--- src/rtl/sc_coin_reg_backg_pkg.sv ---
// Shared FSM state type and default level table for the coin-register background bank.
// Table entry 0 sits in the least-significant byte.
package sc_coin_reg_backg_pkg;

  typedef enum logic [1:0] {
    HOLD  = 2'd0,
    BLANK = 2'd1,
    SHOW  = 2'd2
  } blinkState_t;

  localparam logic [79:0] DEFAULT_LEVEL_TABLE =
    {8'hFF, 8'h00, 8'h24, 8'h00, 8'h24, 8'h00, 8'h24, 8'hFF, 8'h81, 8'h24};

endpackage

--- src/rtl/sc_blink_timer.sv ---
// Half-period prescaler: free-runs 0..DIV-1 while enabled; tc marks the last count.
// tc is combinational from the count register; clear is synchronous and wins over enable.
module sc_blink_timer #(
  parameter int DIV = 1048576
) (
  input  logic SC_BlinkTimer_CLOCK_50,
  input  logic SC_BlinkTimer_RESET_InLow,
  input  logic SC_BlinkTimer_clear_In,
  input  logic SC_BlinkTimer_enable_In,
  output logic SC_BlinkTimer_tc_Out
);

  localparam int W = (DIV > 2) ? $clog2(DIV) : 1;
  localparam logic [W-1:0] LAST = W'(DIV - 1);

  logic [W-1:0] countQ;

  assign SC_BlinkTimer_tc_Out = SC_BlinkTimer_enable_In && (countQ == LAST);

  always_ff @(posedge SC_BlinkTimer_CLOCK_50 or negedge SC_BlinkTimer_RESET_InLow) begin
    if (!SC_BlinkTimer_RESET_InLow) begin
      countQ <= '0;
    end else if (SC_BlinkTimer_clear_In) begin
      countQ <= '0;
    end else if (SC_BlinkTimer_enable_In) begin
      countQ <= SC_BlinkTimer_tc_Out ? '0 : countQ + 1'b1;
    end
  end

endmodule

--- src/rtl/sc_coin_reg_backg_bank.sv ---
// Background pattern register with clear/load/coin events and a timed blank/show blink sequence.
// Every accepted event reaches data_OutBUS one cycle after its sampling edge; no backpressure.
module sc_coin_reg_backg_bank
  import sc_coin_reg_backg_pkg::*;
#(
  parameter int DATAWIDTH  = 8,
  parameter int LEVELS     = 10,
  parameter int SEL_WIDTH  = 4,
  parameter logic [LEVELS*DATAWIDTH-1:0] LEVEL_TABLE = DEFAULT_LEVEL_TABLE,
  parameter logic [DATAWIDTH-1:0] INIT_PATTERN = '0,
  parameter int BLINK_DIV   = 1048576,
  parameter int BLINK_COUNT = 3
) (
  input  logic                 SC_CoinRegBackgBank_CLOCK_50,
  input  logic                 SC_CoinRegBackgBank_RESET_InLow,
  input  logic                 SC_CoinRegBackgBank_clear_InLow,
  input  logic                 SC_CoinRegBackgBank_load_InLow,
  input  logic                 SC_CoinRegBackgBank_coin_InLow,
  input  logic                 SC_CoinRegBackgBank_blinkstart_In,
  input  logic [SEL_WIDTH-1:0] SC_CoinRegBackgBank_transitioncounter_InBUS,
  output logic [DATAWIDTH-1:0] SC_CoinRegBackgBank_data_OutBUS,
  output logic                 SC_CoinRegBackgBank_blinking_Out,
  output logic                 SC_CoinRegBackgBank_done_Out
);

  localparam int CNT_W = (BLINK_COUNT > 1) ? $clog2(BLINK_COUNT + 1) : 1;
  localparam logic [CNT_W-1:0] CNT_LAST = CNT_W'(BLINK_COUNT);

  blinkState_t          stateQ, stateD;
  logic [DATAWIDTH-1:0] dataQ, dataD;
  logic [CNT_W-1:0]     cycleCntQ, cycleCntD, cycleNext;
  logic                 doneQ, doneD;
  logic                 timerClear, timerTc, timerEnable;
  logic [DATAWIDTH-1:0] levelPattern;

  // Selectors past the populated table read as all zeros.
  always_comb begin
    levelPattern = '0;
    for (int i = 0; i < LEVELS; i++) begin
      if (SC_CoinRegBackgBank_transitioncounter_InBUS == SEL_WIDTH'(i)) begin
        levelPattern = LEVEL_TABLE[i*DATAWIDTH +: DATAWIDTH];
      end
    end
  end

  assign timerEnable = (stateQ != HOLD);
  assign cycleNext   = cycleCntQ + 1'b1;

  sc_blink_timer #(
    .DIV(BLINK_DIV)
  ) uBlinkTimer (
    .SC_BlinkTimer_CLOCK_50   (SC_CoinRegBackgBank_CLOCK_50),
    .SC_BlinkTimer_RESET_InLow(SC_CoinRegBackgBank_RESET_InLow),
    .SC_BlinkTimer_clear_In   (timerClear),
    .SC_BlinkTimer_enable_In  (timerEnable),
    .SC_BlinkTimer_tc_Out     (timerTc)
  );

  always_comb begin
    stateD     = stateQ;
    dataD      = dataQ;
    cycleCntD  = cycleCntQ;
    doneD      = 1'b0;
    timerClear = 1'b0;
    if (!SC_CoinRegBackgBank_clear_InLow) begin
      stateD     = HOLD;
      dataD      = INIT_PATTERN;
      cycleCntD  = '0;
      timerClear = 1'b1;
    end else if (!SC_CoinRegBackgBank_load_InLow) begin
      stateD     = HOLD;
      dataD      = levelPattern;
      cycleCntD  = '0;
      timerClear = 1'b1;
    end else if (!SC_CoinRegBackgBank_coin_InLow && (dataQ != INIT_PATTERN)) begin
      stateD     = HOLD;
      dataD      = '0;
      cycleCntD  = '0;
      timerClear = 1'b1;
    end else if (SC_CoinRegBackgBank_blinkstart_In && (stateQ == HOLD)) begin
      stateD     = BLANK;
      dataD      = '0;
      timerClear = 1'b1;
    end else if (timerTc) begin
      case (stateQ)
        BLANK: begin
          stateD = SHOW;
          dataD  = levelPattern;
        end
        SHOW: begin
          if (cycleNext < CNT_LAST) begin
            stateD    = BLANK;
            dataD     = '0;
            cycleCntD = cycleNext;
          end else begin
            stateD    = HOLD;
            dataD     = levelPattern;
            cycleCntD = '0;
            doneD     = 1'b1;
          end
        end
        default: ;
      endcase
    end
  end

  always_ff @(posedge SC_CoinRegBackgBank_CLOCK_50 or negedge SC_CoinRegBackgBank_RESET_InLow) begin
    if (!SC_CoinRegBackgBank_RESET_InLow) begin
      stateQ    <= HOLD;
      dataQ     <= '0;
      cycleCntQ <= '0;
      doneQ     <= 1'b0;
    end else begin
      stateQ    <= stateD;
      dataQ     <= dataD;
      cycleCntQ <= cycleCntD;
      doneQ     <= doneD;
    end
  end

  assign SC_CoinRegBackgBank_data_OutBUS  = dataQ;
  assign SC_CoinRegBackgBank_blinking_Out = (stateQ != HOLD);
  assign SC_CoinRegBackgBank_done_Out     = doneQ;

endmodule
--- config.mk ---
export PLATFORM = sky130hd
export DESIGN_NAME = sc_coin_reg_backg_bank
export DESIGN_NICKNAME = d
export VERILOG_FILES = /design/src/rtl/sc_coin_reg_backg_pkg.sv /design/src/rtl/sc_blink_timer.sv /design/src/rtl/sc_coin_reg_backg_bank.sv
export SDC_FILE = /design/constraint.sdc
export NUM_CORES = 1
export LEC_CHECK = 0
export ABC_AREA = 0
export CORE_AREA = 10 10 85 72
export CTS_CLUSTER_SIZE = 16
export DETAILED_ROUTE_END_ITERATION = 8
export DIE_AREA = 0 0 95 82
export PLACE_DENSITY = 0.56
export SYNTH_ARGS = -nofsm -noshare
export SYNTH_HDL_FRONTEND = slang
export SYNTH_SLANG_ARGS = --single-unit
export TNS_END_PERCENT = 100
--- constraint.sdc ---
create_clock -name SC_CoinRegBackgBank_CLOCK_50 -period 2.96 [get_ports SC_CoinRegBackgBank_CLOCK_50]
set_clock_uncertainty 0.1 [all_clocks]
set_input_delay 0.592 -clock SC_CoinRegBackgBank_CLOCK_50 [delete_from_list [all_inputs] [get_ports SC_CoinRegBackgBank_CLOCK_50]]
set_output_delay 0.592 -clock SC_CoinRegBackgBank_CLOCK_50 [all_outputs]
set_load 0.005 [all_outputs]
==> impl_metrics.env, run 1 <==
export IMPL_cp_top_family="buffers and inverters"
export IMPL_area_growth_pct=14.07
export IMPL_leakagePower_nw=0.7461
export IMPL_dp_final_hpwl_um=3184
export IMPL_worstPathMaxFanout=7
export IMPL_crit_path_start_kind="flip-flop"
export IMPL_die_height_um=82
export IMPL_via_count=1553
export IMPL_postCtsHoldBufs=0
export IMPL_synth_common_cells="28 x dfrtp_1, 13 x a21oi_1, 12 x nand2_1"
export IMPL_yosysMostFrequentCell="dfrtp_1"
export IMPL_place_area_sq_um=1957
export IMPL_arrival_ps=1700
export IMPL_holdCritPathClass="flip-flop to flip-flop"
export IMPL_antenna_found_initial=0
export IMPL_yosysTopAreaCell="dfrtp_1"
export IMPL_core_area_sq_um=4459
export IMPL_root_buffer="clkbuf_8"
export IMPL_drive_gt1_share_pct=7.960
export IMPL_synth_cell_types=45
export IMPL_initial_core_util_pct=39.87
export IMPL_drv_cap=0
export IMPL_cts_tree="done"
export IMPL_dieArea_sq_um=7790
export IMPL_track_usage_pct=11.28
export IMPL_path_common_cell="inv_1"
export IMPL_hold_viol_final=0
export IMPL_worstPathRequired_ps=2270
export IMPL_maxSlewHeadroom_pct=62.95
export IMPL_clock_sinks=28
export IMPL_cp_cell_sequence="inv_1, ha_1, inv_1, clkdlybuf4s50_1"
export IMPL_path_class="flip-flop to output port"
export IMPL_syn_inst=189
export IMPL_power_density_nw_per_um2=388.1
export IMPL_wire_per_inst_um=16.50
export IMPL_cts_setup_buffers=0
export IMPL_synth_top_area_share_pct=39.41
export IMPL_outcome="complete, no violations"
export IMPL_rsz0062_at_grt="no"
export IMPL_nNetsFinal=215
export IMPL_period_needed_ps=2395
export IMPL_rows=22
export IMPL_ys_ff_latch=28
export IMPL_fmax_mhz=417.5
export IMPL_max_stage_delay_ps=540
export IMPL_final_setup_viol_count=0
export IMPL_grt_pass1_vias=1443
export IMPL_synth_ff_type="dfrtp_1"
export IMPL_finalCritPeriodShare_pct=80.93
export IMPL_wirelength_um=4307
export IMPL_ant_nets=0
export IMPL_report_final_slew_viol_count=0
export IMPL_finalSetupTns_ps=0
export IMPL_syn_nets=202
export IMPL_htreeDepth=1
export IMPL_viasPerCell=5.950
export IMPL_fin_area_sq_um=2028
export IMPL_yosys_warnings=0
export IMPL_synth_area_leaders="dfrtp_1 39%, o31ai_1 3.8%, a21oi_1 3.7%"
export IMPL_yosysSeqAreaShare_pct=39.41
export IMPL_n_antenna_cell=0
export IMPL_overflow=0
export IMPL_cts_resized=0
export IMPL_clock_path_buffers=2
export IMPL_clock_latency_ps=280
export IMPL_grt_pass1_wl_um=7141
export IMPL_grt_max_degree=29
export IMPL_syn_area_per_cell_sq_um=9.407
export IMPL_dr_pass1_iters=4
export IMPL_io_buffers=19
export IMPL_die_w_um=95
export IMPL_drc_errors=0
export IMPL_synth_edf_count=0
export IMPL_worst_slew_pin_slew_ps=554.1
export IMPL_vdd_drop_max_v=0.0002535
export IMPL_numCtsBuffers=3
export IMPL_cp_num_buf_inv=3
export IMPL_synthArstFlopShare_pct=100.0
export IMPL_hold_slack_ps=463.2
export IMPL_clk_pin_slew_ps=100
export IMPL_gp_congestion=0.7816
export IMPL_synth_area_sq_um=1778
export IMPL_endpoint_kind="output port"
export IMPL_critPathSlowestCell="clkdlybuf4s50_1"
export IMPL_drt_iter0_drc=86
export IMPL_num_io_pins=20
final timing paths:
check	from	to	slack (ps)	cells past startpoint
hold reg to reg	uBlinkTimer.countQ[13]$_DFFE_PN0P_	uBlinkTimer.countQ[13]$_DFFE_PN0P_	460	2
setup reg to reg	uBlinkTimer.countQ[0]$_DFFE_PN0P_	SC_CoinRegBackgBank_data_OutBUS[5]$_DFFE_PN0P_	630	5
min in group asynchronous	SC_CoinRegBackgBank_RESET_InLow	uBlinkTimer.countQ[3]$_DFFE_PN0P_	590	2
setup / recovery	stateQ[0]$_DFFE_PN0P_	SC_CoinRegBackgBank_blinking_Out	560	4
hold / removal	uBlinkTimer.countQ[13]$_DFFE_PN0P_	uBlinkTimer.countQ[13]$_DFFE_PN0P_	460	2
max in group asynchronous	SC_CoinRegBackgBank_RESET_InLow	uBlinkTimer.countQ[17]$_DFFE_PN0P_	1880	2
layout by cell type (no fill, tap or decap), types with 3 or more instances in the layout:
master	n
or4_1	8
o31ai_1	9
a311oi_1	4
mux2i_1	3
clkbuf_8	3
nand2b_1	4
dfrtp_1	28
nor2_1	11
and4_1	3
ha_1	3
nand4_1	8
buf_4	3
inv_1	9
a21oi_2	3
xor2_1	3
and3_1	5
or3_1	4
a21oi_1	13
nand3_1	6
nand2_1	12
o211ai_1	5
clkdlybuf4s50_1	19
o21ai_1	5
a31oi_1	4
power by group:
part | switching [mW] | internal (mW) | leakage [nW]
registers | 0.00410 | 0.386 | 0.389
logic | 0.0530 | 0.0399 | 0.321
clock network | 0.123 | 0.181 | 0.0357
total | 0.180 | 0.607 | 0.746
flip-flops by register name, summed over array words and instances (netlist names):
signal	flops
uBlinkTimer.countQ	20
SC_CoinRegBackgBank_data_OutBUS	3
cycleCntQ	2
stateQ	2
SC_CoinRegBackgBank_done_Out	1
per-layer routing:
layer	vias up	GRT usage, %	wire (um)
met5	-	0	0
met3	2	2.735	211
met2	34	18.56	2108
li1	749	-	-
met1	768	14.89	1969
met4	0	1.940	17
cell type report:
cell class / count / area [sq um]
fillers: 452 / 2431
multi-input cells: 138 / 934.6
flip-flops and latches: 28 / 700.7
repair buffers: 22 / 212.7
well taps: 60 / 75.07
clock buffers: 3 / 41.29
inverters: 9 / 33.78
clock inverters: 1 / 30.03
worst reg2reg max path, cell delays in order (launching register included):
cell,delay (ps)
dfrtp_1,500
ha_1,240
and4_4,270
nand4_1,460
o311ai_0,500
o31ai_1,120
cell families after synthesis:
kind of cell	count (synthesis)	synth area share [%]
mux	3	1.689
xor+xnor	3	1.478
buf+inv	23	8.022
fa+ha+maj	3	2.111
flops	28	39.41
simple gates	71	23.29
compound gates	58	24.00
stage by stage:
stage	setup slack (ps)	util [%]	power [mW]	std cells
after floorplan	1117	-	0.4504	189
after global placement	552.3	43.88	0.4892	257
after detailed placement	502.6	43.88	0.4908	257
after CTS	551.0	45.48	0.7976	261
after global routing	428.8	45.48	0.8238	261
final	564.6	45.48	0.7871	261
(Power assumes the default switching activity.)
==> run 2: changes to the inputs <==
- PLACE_DENSITY: 0.56 -> 0.59
- clock period: 2.96 -> 2 ns (I/O delays scaled with it)
==> run 2 against run 1 <==
- sequential cell count did not move
- core utilization rose by 5.5 points
- sequential power rose by 47%
- highest routed layer unchanged
- clock-buffer cell count rose by 1
==> impl_metrics.env, run 2 (synthesis gave the netlist of run 1 again) <==
export IMPL_initial_core_util_pct=39.87
export IMPL_die_height_um=82
export IMPL_maxSlewHeadroom_pct=72.93
export IMPL_cp_num_buf_inv=2
export IMPL_rows=22
export IMPL_grt_pass1_vias=1655
export IMPL_crit_path_start_kind="input port"
export IMPL_drv_cap=0
export IMPL_area_growth_pct=27.87
export IMPL_fill_cells=406
export IMPL_fin_ws_ps=103.4
export IMPL_core_area_sq_um=4459
export IMPL_drc_errors=0
export IMPL_hold_viol_final=0
export IMPL_cts_tree="done"
export IMPL_grt_max_degree=29
export IMPL_clk_pin_slew_ps=100
export IMPL_leakagePower_nw=0.8984
export IMPL_reg2reg_from="uBlinkTimer.countQ[0]$_DFFE_PN0P_"
export IMPL_nNetsFinal=242
export IMPL_root_buffer="clkbuf_8"
export IMPL_cp_depth=6
export IMPL_num_io_pins=20
export IMPL_overflow=0
export IMPL_holdCritPathClass="input port to async pin"
export IMPL_reg2reg_depth=6
export IMPL_fin_area_sq_um=2273
export IMPL_ant_nets=0
export IMPL_endpoint_kind="flip-flop"
export IMPL_pre_cts_slack_ps=-168.9
export IMPL_critPathSlowestCell="or4_1"
export IMPL_r2r_end="SC_CoinRegBackgBank_data_OutBUS[0]$_DFFE_PN0P_"
export IMPL_worst_slew_pin_slew_ps=404.4
export IMPL_multi_input_area_sq_um=978.4
export IMPL_via_count=1651
export IMPL_final_setup_viol_count=0
export IMPL_wire_per_inst_um=16.14
export IMPL_max_stage_delay_ps=540
export IMPL_fmax_mhz=527.2
export IMPL_die_w_um=95
export IMPL_path_class="input port to flip-flop"
export IMPL_viasPerCell=5.733
export IMPL_wirelength_um=4647
export IMPL_postCtsHoldBufs=0
export IMPL_grt_pass1_wl_um=7728
export IMPL_top_register="uBlinkTimer.countQ"
export IMPL_outcome="complete, no violations"
export IMPL_regArea_sq_um=700.7
export IMPL_report_final_slew_viol_count=0
export IMPL_antenna_found_initial=0
export IMPL_layout_commonest_cell="buf_4"
export IMPL_arrival_ps=2010
export IMPL_clock_latency_ps=280
export IMPL_clock_path_buffers=2
export IMPL_htreeDepth=1
export IMPL_gp_congestion=0.8123
export IMPL_drt_iter0_drc=60
export IMPL_cp_cell_sequence="clkdlybuf4s50_1, nand2b_1, a211oi_4, buf_12, or4_1, a21oi_2"
export IMPL_largest_reg_flops=20
export IMPL_n_antenna_cell=0
export IMPL_period_needed_ps=1897
export IMPL_startpoint="SC_CoinRegBackgBank_blinkstart_In"
export IMPL_numCtsBuffers=3
export IMPL_vdd_drop_max_v=0.0002639
export IMPL_mostFrequentLayoutCells="29 x buf_4, 28 x dfrtp_1, 18 x clkdlybuf4s50_1, 13 x a21oi_1"
export IMPL_finalCritPeriodShare_pct=94.83
export IMPL_dp_final_hpwl_um=3410
export IMPL_worstPathMaxFanout=21
export IMPL_dr_pass1_iters=4
export IMPL_power_density_nw_per_um2=487.6
export IMPL_track_usage_pct=12.09
export IMPL_drive_gt1_share_pct=22.37
export IMPL_clock_sinks=28
export IMPL_worstPathRequired_ps=2110
export IMPL_ff2ff_setup_slack_ps=120
export IMPL_dieArea_sq_um=7790
export IMPL_crit_end="uBlinkTimer.countQ[15]$_DFFE_PN0P_"
export IMPL_io_buffers=19
export IMPL_place_area_sq_um=2105
export IMPL_rsz0062_at_grt="yes"
export IMPL_cp_top_family="simple AND/OR/NAND/NOR gates"
==> run 2: layout make-up <==
type	instances	area share [%]
Multi-Input combinational cell	138	43.04
Clock buffer	4	2.422
Inverter	9	1.486
Sequential cell	28	30.82
Tap cell	60	3.302
Timing Repair Buffer	49	18.93
==> run 2: worst register-to-register path, cell delays in order (launching register included) <==
cell	delay [ps]
dfrtp_1	370
ha_1	200
and4_4	280
nand4_1	150
buf_4	200
o311ai_2	300
o41ai_2	140
==> run 2: what timing repair did <==
action | in CTS | in global routing
gates resized for setup | 4 | 7
endpoints found under the setup margin | 3 | 20
pin swaps | 0 | 3
setup buffers | 4 | 5
==> run 2: per-layer routing <==
metal	track usage (%)	share of wire, %	routed length [um]	vias up
met3	2.552	2.8	128	2
li1	-	-	-	804
met1	15.13	47	2205	820
met5	0	0	0	-
met4	1.642	0.34	16	0
met2	21.44	49	2296	25
==> run 2: where the power goes <==
part           switching [mW]  internal, mW  leakage [nW]
registers             0.00436         0.571         0.389
clock network           0.181         0.176        0.0288
logic                  0.0929        0.0826         0.480
total                   0.279         0.830         0.898
==> run 2: worst min-delay path by stage <==
stage                                             from                                              to  slack (ps)
finish                 SC_CoinRegBackgBank_RESET_InLow               uBlinkTimer.countQ[2]$_DFFE_PN0P_         400
global route           SC_CoinRegBackgBank_RESET_InLow              uBlinkTimer.countQ[15]$_DFFE_PN0P_         430
CTS                    SC_CoinRegBackgBank_RESET_InLow              uBlinkTimer.countQ[15]$_DFFE_PN0P_         410
detailed placement  uBlinkTimer.countQ[15]$_DFFE_PN0P_              uBlinkTimer.countQ[15]$_DFFE_PN0P_         450
global placement    uBlinkTimer.countQ[15]$_DFFE_PN0P_              uBlinkTimer.countQ[15]$_DFFE_PN0P_         440
floorplan              SC_CoinRegBackgBank_RESET_InLow  SC_CoinRegBackgBank_data_OutBUS[0]$_DFFE_PN0P_           4
==> run 2: through the flow <==
| step | power (mW) | instances | hold WS, ps | TNS (ps) | util (%) |
|---|---|---|---|---|---|
| after detailed placement | 0.7453 | 275 | 448.1 | -1505 | 47.19 |
| after floorplan | 0.6667 | 189 | 4.409 | 0 | - |
| after global placement | 0.7408 | 275 | 441.9 | -1010 | 47.19 |
| after global routing | 1.156 | 288 | 428.6 | -27.49 | 50.98 |
| final | 1.109 | 288 | 400.3 | 0 | 50.98 |
| after CTS | 1.112 | 283 | 405.9 | 0 | 49.33 |
